==> config.mk <==
export PLATFORM = sky130hd
export DESIGN_NAME = spram_stream_reader
export DESIGN_NICKNAME = d
export VERILOG_FILES = /design/src/rtl/spram_stream_reader.sv
export SDC_FILE = /design/constraint.sdc
export NUM_CORES = 1
export LEC_CHECK = 0
export CORE_UTILIZATION = 40
export CTS_CLUSTER_SIZE = 16
export DETAILED_ROUTE_END_ITERATION = 8
export GPL_TIMING_DRIVEN = 0
export SLEW_MARGIN = 10
export SYNTH_ARGS = -nofsm -noshare
export SYNTH_HDL_FRONTEND = slang
export SYNTH_SLANG_ARGS = --single-unit
==> constraint.sdc <==
create_clock -name clk -period 5.01 [get_ports clk]
set_input_delay 1.002 -clock clk [delete_from_list [all_inputs] [get_ports clk]]
set_output_delay 1.002 -clock clk [all_outputs]
set_load 0.03 [all_outputs]
==> src/rtl/spram_stream_reader.sv <==
// spram_stream_reader
// Read-side controller for a single-port RAM with a one-cycle registered read.
// A start command streams num_words words from base_addr upward (wrapping
// modulo NUM_WORDS) onto a valid/ready stream, then pulses done for one cycle.
// Reads are issued against a two-entry output FIFO using a credit rule, so
// the stream runs at one word per cycle when the consumer is always ready and
// holds its data stable while stalled.
module spram_stream_reader #(
    parameter int AWIDTH    = 10,
    parameter int NUM_WORDS = 1024,
    parameter int DWIDTH    = 32
) (
    input  logic              clk,
    input  logic              resetn,
    input  logic              start,
    input  logic [AWIDTH-1:0] base_addr,
    input  logic [AWIDTH:0]   num_words,
    output logic              busy,
    output logic              done,
    output logic [AWIDTH-1:0] mem_address,
    output logic              mem_wren,
    output logic [DWIDTH-1:0] mem_data,
    input  logic [DWIDTH-1:0] mem_out,
    output logic [DWIDTH-1:0] out_data,
    output logic              out_valid,
    input  logic              out_ready,
    output logic              out_last
);

    typedef enum logic [1:0] {
        IDLE  = 2'd0,
        RUN   = 2'd1,
        DRAIN = 2'd2,
        FIN   = 2'd3
    } state_t;

    localparam logic [AWIDTH-1:0] ADDR_ONE = AWIDTH'(1);
    localparam logic [AWIDTH-1:0] ADDR_MAX = AWIDTH'(NUM_WORDS - 1);
    localparam logic [AWIDTH:0]   CNT_ONE  = (AWIDTH + 1)'(1);

    state_t            state_q;
    state_t            state_d;
    logic [AWIDTH-1:0] addr_q;
    logic [AWIDTH-1:0] last_addr_q;
    logic [AWIDTH-1:0] addr_next;
    logic [AWIDTH:0]   num_q;
    logic [AWIDTH:0]   issued_q;
    logic [AWIDTH:0]   xfer_q;
    logic              inflight_q;
    logic [DWIDTH-1:0] fifo_mem [2];
    logic              rd_ptr_q;
    logic              wr_ptr_q;
    logic [1:0]        fifo_count_q;
    logic [2:0]        credit;
    logic              accept;
    logic              issue;
    logic              push;
    logic              pop;

    // The reader never writes the RAM.
    assign mem_wren = 1'b0;
    assign mem_data = '0;

    // Stream side is the head of the output FIFO; last is judged by words already transferred.
    assign out_valid = (fifo_count_q != 2'd0);
    assign out_data  = fifo_mem[rd_ptr_q];
    assign out_last  = out_valid && (xfer_q == (num_q - CNT_ONE));
    assign busy      = (state_q == RUN) || (state_q == DRAIN);
    assign done      = (state_q == FIN);

    // Handshake and credit: a slot being popped this cycle is free again, which keeps full throughput.
    always_comb begin
        accept    = (state_q == IDLE) && start;
        pop       = out_valid && out_ready;
        push      = inflight_q;
        credit    = {1'b0, fifo_count_q} + {2'b00, inflight_q} - {2'b00, pop};
        issue     = (state_q == RUN) && (credit < 3'd2);
        addr_next = (addr_q == ADDR_MAX) ? '0 : (addr_q + ADDR_ONE);
        // The address only moves on an issue; otherwise the last issued address is held.
        mem_address = issue ? addr_q : last_addr_q;
    end

    // Next-state logic for the command sequencer.
    always_comb begin
        state_d = state_q;
        case (state_q)
            IDLE: begin
                if (start) begin
                    state_d = (num_words == '0) ? FIN : RUN;
                end
            end
            RUN: begin
                if (issue && ((issued_q + CNT_ONE) == num_q)) begin
                    state_d = DRAIN;
                end
            end
            DRAIN: begin
                if (pop && out_last) begin
                    state_d = FIN;
                end
            end
            FIN: begin
                state_d = IDLE;
            end
            default: begin
                state_d = IDLE;
            end
        endcase
    end

    // State register.
    always_ff @(posedge clk or negedge resetn) begin
        if (!resetn) begin
            state_q <= IDLE;
        end else begin
            state_q <= state_d;
        end
    end

    // Command capture, read issue address and the issued/transferred word counters.
    always_ff @(posedge clk or negedge resetn) begin
        if (!resetn) begin
            addr_q      <= '0;
            last_addr_q <= '0;
            num_q       <= '0;
            issued_q    <= '0;
            xfer_q      <= '0;
            inflight_q  <= 1'b0;
        end else begin
            inflight_q <= issue;
            if (accept) begin
                addr_q   <= base_addr;
                num_q    <= num_words;
                issued_q <= '0;
                xfer_q   <= '0;
            end else begin
                if (issue) begin
                    addr_q      <= addr_next;
                    last_addr_q <= addr_q;
                    issued_q    <= issued_q + CNT_ONE;
                end
                if (pop) begin
                    xfer_q <= xfer_q + CNT_ONE;
                end
            end
        end
    end

    // Two-entry output FIFO: RAM data lands here the cycle after its read was issued.
    always_ff @(posedge clk or negedge resetn) begin
        if (!resetn) begin
            fifo_mem[0]  <= '0;
            fifo_mem[1]  <= '0;
            rd_ptr_q     <= 1'b0;
            wr_ptr_q     <= 1'b0;
            fifo_count_q <= 2'd0;
        end else begin
            if (push) begin
                fifo_mem[wr_ptr_q] <= mem_out;
                wr_ptr_q           <= ~wr_ptr_q;
            end
            if (pop) begin
                rd_ptr_q <= ~rd_ptr_q;
            end
            case ({push, pop})
                2'b10:   fifo_count_q <= fifo_count_q + 2'd1;
                2'b01:   fifo_count_q <= fifo_count_q - 2'd1;
                default: fifo_count_q <= fifo_count_q;
            endcase
        end
    end

endmodule

# Word-level counts from Yosys, hierarchy flattened
# Cells that the tools add are included.
[word_totals] regBits=124 latch_bits=0 ramBits=0 romBits=0 in_bits=57 out_inout_bits=79 elab_cells=74 memories=0
[op_classes] n_addsub=8 n_mul=0 div=0 magnitude_cmp=4 n_eq_ne=11 n_shift=0 muxes=20 n_bitwise=4 reduce_logical=15
[ops] operator="$mux 32" count=4
[ops] operator="$bwmux 64" count=1
[ops] operator="$mux 11" count=4
[ops] operator="$mux 10" count=4
[ops] operator="$demux 32 s1" count=1
[ops] operator="$add 11x1->11 const B" count=2
[ops] operator="$eq 11x11->1" count=2
[ops] operator="$logic_not 11->1" count=1
[ops] operator="$sub 11x1->11 const B" count=1
[ops] operator="$add 10x1->10 const B" count=1
[ops] operator="$eq 10x10->1 const B" count=1
[ops] operator="$mux 2" count=4
[ops] operator="$pmux 2 s4" count=1
[ops] operator="$reduce_bool 2->1" count=4
[ops] operator="$logic_and 1x1->1" count=7
[ops] operator="$eq 2x2->1 const B" count=3
[ops] operator="$eq 2x1->1 const B" count=2
[ops] operator="$ge 2x2->1 const B" count=2
[ops] operator="$ne 2x1->1 const B" count=2
[ops] operator="$not 1->2" count=2
[ops] operator="$pmux 2 s2" count=1
[ops] operator="$add 2x1->3" count=1
[ops] operator="$lt 3x2->1 const B" count=1
[ops] operator="$reduce_and 3->1" count=1
[ops] operator="other kinds (8)" count=9

# Depth between registers and ports, before layout
# Gate-level depths: netlist of the first run.
[logic_depth] depth_word=8 depth_mapped=13 mapped_depth_nobuf=13

# Worst setup path after synthesis of the first run
# No wires, ideal clock.
[synth_timing] kind="input-to-output" from="in out_ready" to="out mem_address[0]" t_arrival_ns=3.136 slack_ns=0.872 cell_stages=11 path_buffers=2 path_cell_list="nand2_1 -> inv_1 -> ha_1 -> nor2_1 -> fa_1 -> xor2_1 -> nand3b_1 -> clkbuf_1 -> clkbuf_1 -> nand2_1 -> nand2_1"
[synth_between] elab_chain_cells=5
[synth_lines] item="start, declared" line="26" text="input logic out_ready,"
[synth_lines] item="$logic_and 1x1->1" line="74" text="pop = out_valid && out_ready;"
[synth_lines] item="via pop" line="58" text="logic pop;"
[synth_lines] item="$sub 3x1->3" line="76" text="credit = {1'b0, fifo_count_q} + {2'b00, inflight_q} - {2'b00, pop};"
[synth_lines] item="$lt 3x2->1" line="77" text="issue = (state_q == RUN) && (credit < 3'd2);"
[synth_lines] item="$logic_and 1x1->1" line="77"
[synth_lines] item="$mux 10"
[synth_lines] item="end, declared" line="20" text="output logic [AWIDTH-1:0] mem_address,"
# The timed path passes the listed nets, and every way through them passes these cells.

# Worst setup path after layout of the first run
[layout_timing] from="in out_ready" to="out mem_address[8]"
# The elaborated chain is that of the path after synthesis.

==> results.ini, run 1 <==
[cts]
htreeDepth = 4
tritoncts = built
clock_tree.buffer_depth = 2
post_cts_hold_buffer_count = 0
cts-buffers-inserted = 17
clock_edge_transition_at_the_registers_on_the_reported_setup_and_hold_paths_ns = 0.06
clock_latency_ns = 0.42
clkSinkCount = 124
cts-root-buf = sky130_fd_sc_hd__clkbuf_16

[route]
dr_wl_met3_mm = 1.01
remaining_drc_errors = 0
drt_iter0_drc = 280
detailroute.wirelength.met2_mm = 7.43
drtPass1Iterations = 4
dr.max_layer_used = met4
route.layer.met1.wl_mm = 6.78
antenna_violating_nets_post_route = 0
routed_via_density = 4.93
detail_route.wirelength_mm = 15.5
wl_per_cell_um = 15.6
route.vias.total = 4885

[cells_and_area]
final_cells = 991
layout.nets = 831
multi_input_area_sq_mm = 0.00318
mostFrequentLayoutCells = sky130_fd_sc_hd__dfrtp_1, sky130_fd_sc_hd__mux2_2, sky130_fd_sc_hd__clkdlybuf4s50_1
area_growth_pct = 30.3
drive_above_1_share_pct = 25.3
seq_area_sq_mm = 0.00310
layout.cells.most_common = sky130_fd_sc_hd__dfrtp_1
final_area_sq_mm = 0.00857
antenna_cells_inserted = 0
filler_cell_count = 1418

[synth]
post_synth.cell_area_avg_sq_um = 10.8
syn-cell-area_sq_mm = 0.00657
post_synth_top_area_cell = sky130_fd_sc_hd__dfrtp_1
synth-seq-cells = 124
synth-warning-count = 0
synth.top_cell.area_share_pct = 47.2
syn_inst = 607
yosys.cell_types.count = 52
synth_flop_cell = sky130_fd_sc_hd__dfrtp_1
synth.yosys.seq_area_share_pct = 47.2
synth_enable_flop_cells = 0
async_set_or_reset_flop_fraction_in_the_synthesized_netlist_pct = 100
synth_top_cells_by_area = sky130_fd_sc_hd__dfrtp_1, sky130_fd_sc_hd__mux2_2, sky130_fd_sc_hd__nand2_1, sky130_fd_sc_hd__buf_4, sky130_fd_sc_hd__xnor2_1

[floorplanning]
die_height_um = 130
floorplan.rows = 46
starting_density_of_the_core_pct = 41.2
design.die.area_sq_mm = 0.0170
fp.coreArea_sq_mm = 0.0159
top_level_ports = 136
chipWidth_um = 130

[placement]
gp_congestion = 0.812
dp_hpwl_mm = 11.2
dp_slack_ns = -0.758
placedInstanceArea_sq_mm = 0.00801
numPortBuffers = 102
dp_cells = 958

[timing]
postLayoutSetupSlackWorst_ns = 0.187
max_clock_freq_mhz = 207
finClkSkew_ns = 0.00956
slew_headroom_pct = 57.3
timing_hold_violations_final = 0
slew_at_the_pin_with_the_worst_max_slew_slack_ns = 0.640
final.min_clock_period_ns = 4.82
rsz0062_at_grt = no
slew_viol_final = 0
setup_viol = 0
fin_crit_sh_pct = 96.3

[global_route]
globalRouteTotalUtil_pct = 19.9
grt_first_pass_wirelength_mm = 25.6
initial_antenna_violation_count = 0
number_of_global_route_vias_before_repair = 5111
largest_net_degree_at_the_start_of_global_routing = 91
grt.overflow.total = 0

[setup_path]
critPathLaunchType = input port
critPathCaptureType = primary output
cp.buffers_inverters = 5
worst-setup-path-type = input port to primary output
worst-path-max-fanout = 10
path_common_cell = sky130_fd_sc_hd__nand2_1
critical-path-max-stage-delay_ns = 0.40
worstPathCellList = clkdlybuf4s50_1 > nand2_1 > inv_1 > ha_1 > nor2_1 > fa_1 > xor2_1 > nand3b_1 > clkbuf_4 > clkbuf_4 > nand2_1 > nand2_1 > clkdlybuf4s15_2
critPathArrivalTime_ns = 3.82
cp_slowest_cell = sky130_fd_sc_hd__clkdlybuf4s50_1
timing.critical_path.required_ns = 4.01
critPathTopFamily = buffers and inverters

[flow_run]
cap_viol_max_count = 0

[power_and_ir_drop]
totalPowerFinal_mw = 5.74
leakage_nw = 3.79
worst_voltage_drop_across_the_vdd_grid_mv = 0.425
power_per_cell_area_mw_per_mm2 = 669

[status]
status = completed

[worst_hold_path]
holdCritPathClass = input port to asynchronous set/reset pin

==> layer usage <==
metal  GRT usage (%)  vias up
met5               0        -
met4            6.09        0
met3            7.50       19
met2            32.3      126
met1            24.4     2393
li1                -     2347
==> registers in the layout, indices dropped and copies added (netlist names), 2 cells and up <==
name	count
issued_q	11
num_q	11
fifo_count_q	2
xfer_q	11
fifo_mem	64
last_addr_q	10
state_q	2
addr_q	10
==> report_power, final <==
group | internal, mW | switching [mW]
logic | 1.30 | 1.53
clock network | 0.689 | 0.477
registers | 1.43 | 0.310
total | 3.42 | 2.32
==> area by class of cell <==
type	count	share of cell area (%)
Clock inverter	15	1.65
Buffer	60	4.28
Clock buffer	17	4.96
Timing Repair Buffer	105	12.1
Multi-Input combinational cell	440	37.1
Inverter	14	0.613
Sequential cell	124	36.2
Tap cell	216	3.15
==> timing repair <==
item	CTS	global route
pin swaps	0	0
hold endpoints to repair	0	0
gates resized for setup	22	14
endpoints found under the setup margin	10	10
buffers inserted	2	0
==> cells in the mapped netlist, drive strengths merged (2+ instances only) <==
library cell / count
nor3b: 4
or2: 2
nand3: 15
a21boi: 2
dfrtp: 124
buf: 41
or4: 2
inv: 14
nor3: 6
ha: 11
nand2: 77
nor2: 28
a221o: 4
and2: 5
mux2: 106
nor4: 5
xnor2: 28
a21oi: 11
nand4: 5
and3: 10
nand2b: 2
o21ai: 22
clkbuf: 20
or3: 11
and4: 2
xor2: 25
a41oi: 2
o211ai: 4
==> kinds of logic (layout without fill, tap and decap cells) <==
kind of cell             after synthesis  count (layout)  synth area share [%]
flip-flops                           124             124                  47.2
AND/OR/NAND/NOR                      178             178                  12.9
adder cells (fa/ha/maj)               12              12                  2.40
XOR/XNOR                              53              53                  7.06
multiplexers                         107             107                  18.3
other                                  1              33                0.0570
buffers and inverters                 75             211                  6.32
AO/OA/AOI/OAI                         57              57                  5.77
==> through the flow <==
step	setup TNS (ns)	util, %	hold slack (ns)
3_3_place_gp	-249.46	50.1	0.481
2_1_floorplan	0	-	0.461
3_5_place_dp	-7.35	50.3	0.489
5_1_grt	0	53.7	0.489
6_report	0	53.7	0.483
4_1_cts	0	53.9	0.483
==> final timing paths <==
check	startpoint	slack [ns]	depth (start not counted)	endpoint
min reg2reg	inflight_q	0.50	1	wr_ptr_q
min	resetn	0.48	1	xfer_q[7]
max in group asynchronous	resetn	3.76	2	last_addr_q[2]
max	out_ready	0.19	13	mem_address[8]
min in group clk	inflight_q	0.50	1	wr_ptr_q
max reg2reg	fifo_count_q[0]	1.26	12	state_q[0]
Note: power is estimated with default switching activity, not from simulation.
==> run 2: changes to the inputs <==
--- a/config.mk
+++ b/config.mk
@@ -5,6 +5,7 @@
 export SDC_FILE = /design/constraint.sdc
 export NUM_CORES = 1
 export LEC_CHECK = 0
+export CAP_MARGIN = 0
 export CORE_UTILIZATION = 40
 export CTS_CLUSTER_SIZE = 16
 export DETAILED_ROUTE_END_ITERATION = 8
==> results of run 2 <==
Same layout as run 1: the final DEF is identical, and so are final timing and power.
==> run 3: changes to the inputs <==
--- a/config.mk
+++ b/config.mk
@@ -7,9 +7,11 @@
 export LEC_CHECK = 0
 export CAP_MARGIN = 0
 export CORE_UTILIZATION = 40
+export CTS_CLUSTER_DIAMETER = 60
 export CTS_CLUSTER_SIZE = 16
 export DETAILED_ROUTE_END_ITERATION = 8
 export GPL_TIMING_DRIVEN = 0
+export SKIP_LAST_GASP = 1
 export SLEW_MARGIN = 10
 export SYNTH_ARGS = -nofsm -noshare
 export SYNTH_HDL_FRONTEND = slang
==> results of run 3 <==
Same layout as run 1: the final DEF is identical, and so are final timing and power.
Among the figures that moved: number of gates resized after CTS 22 -> 21
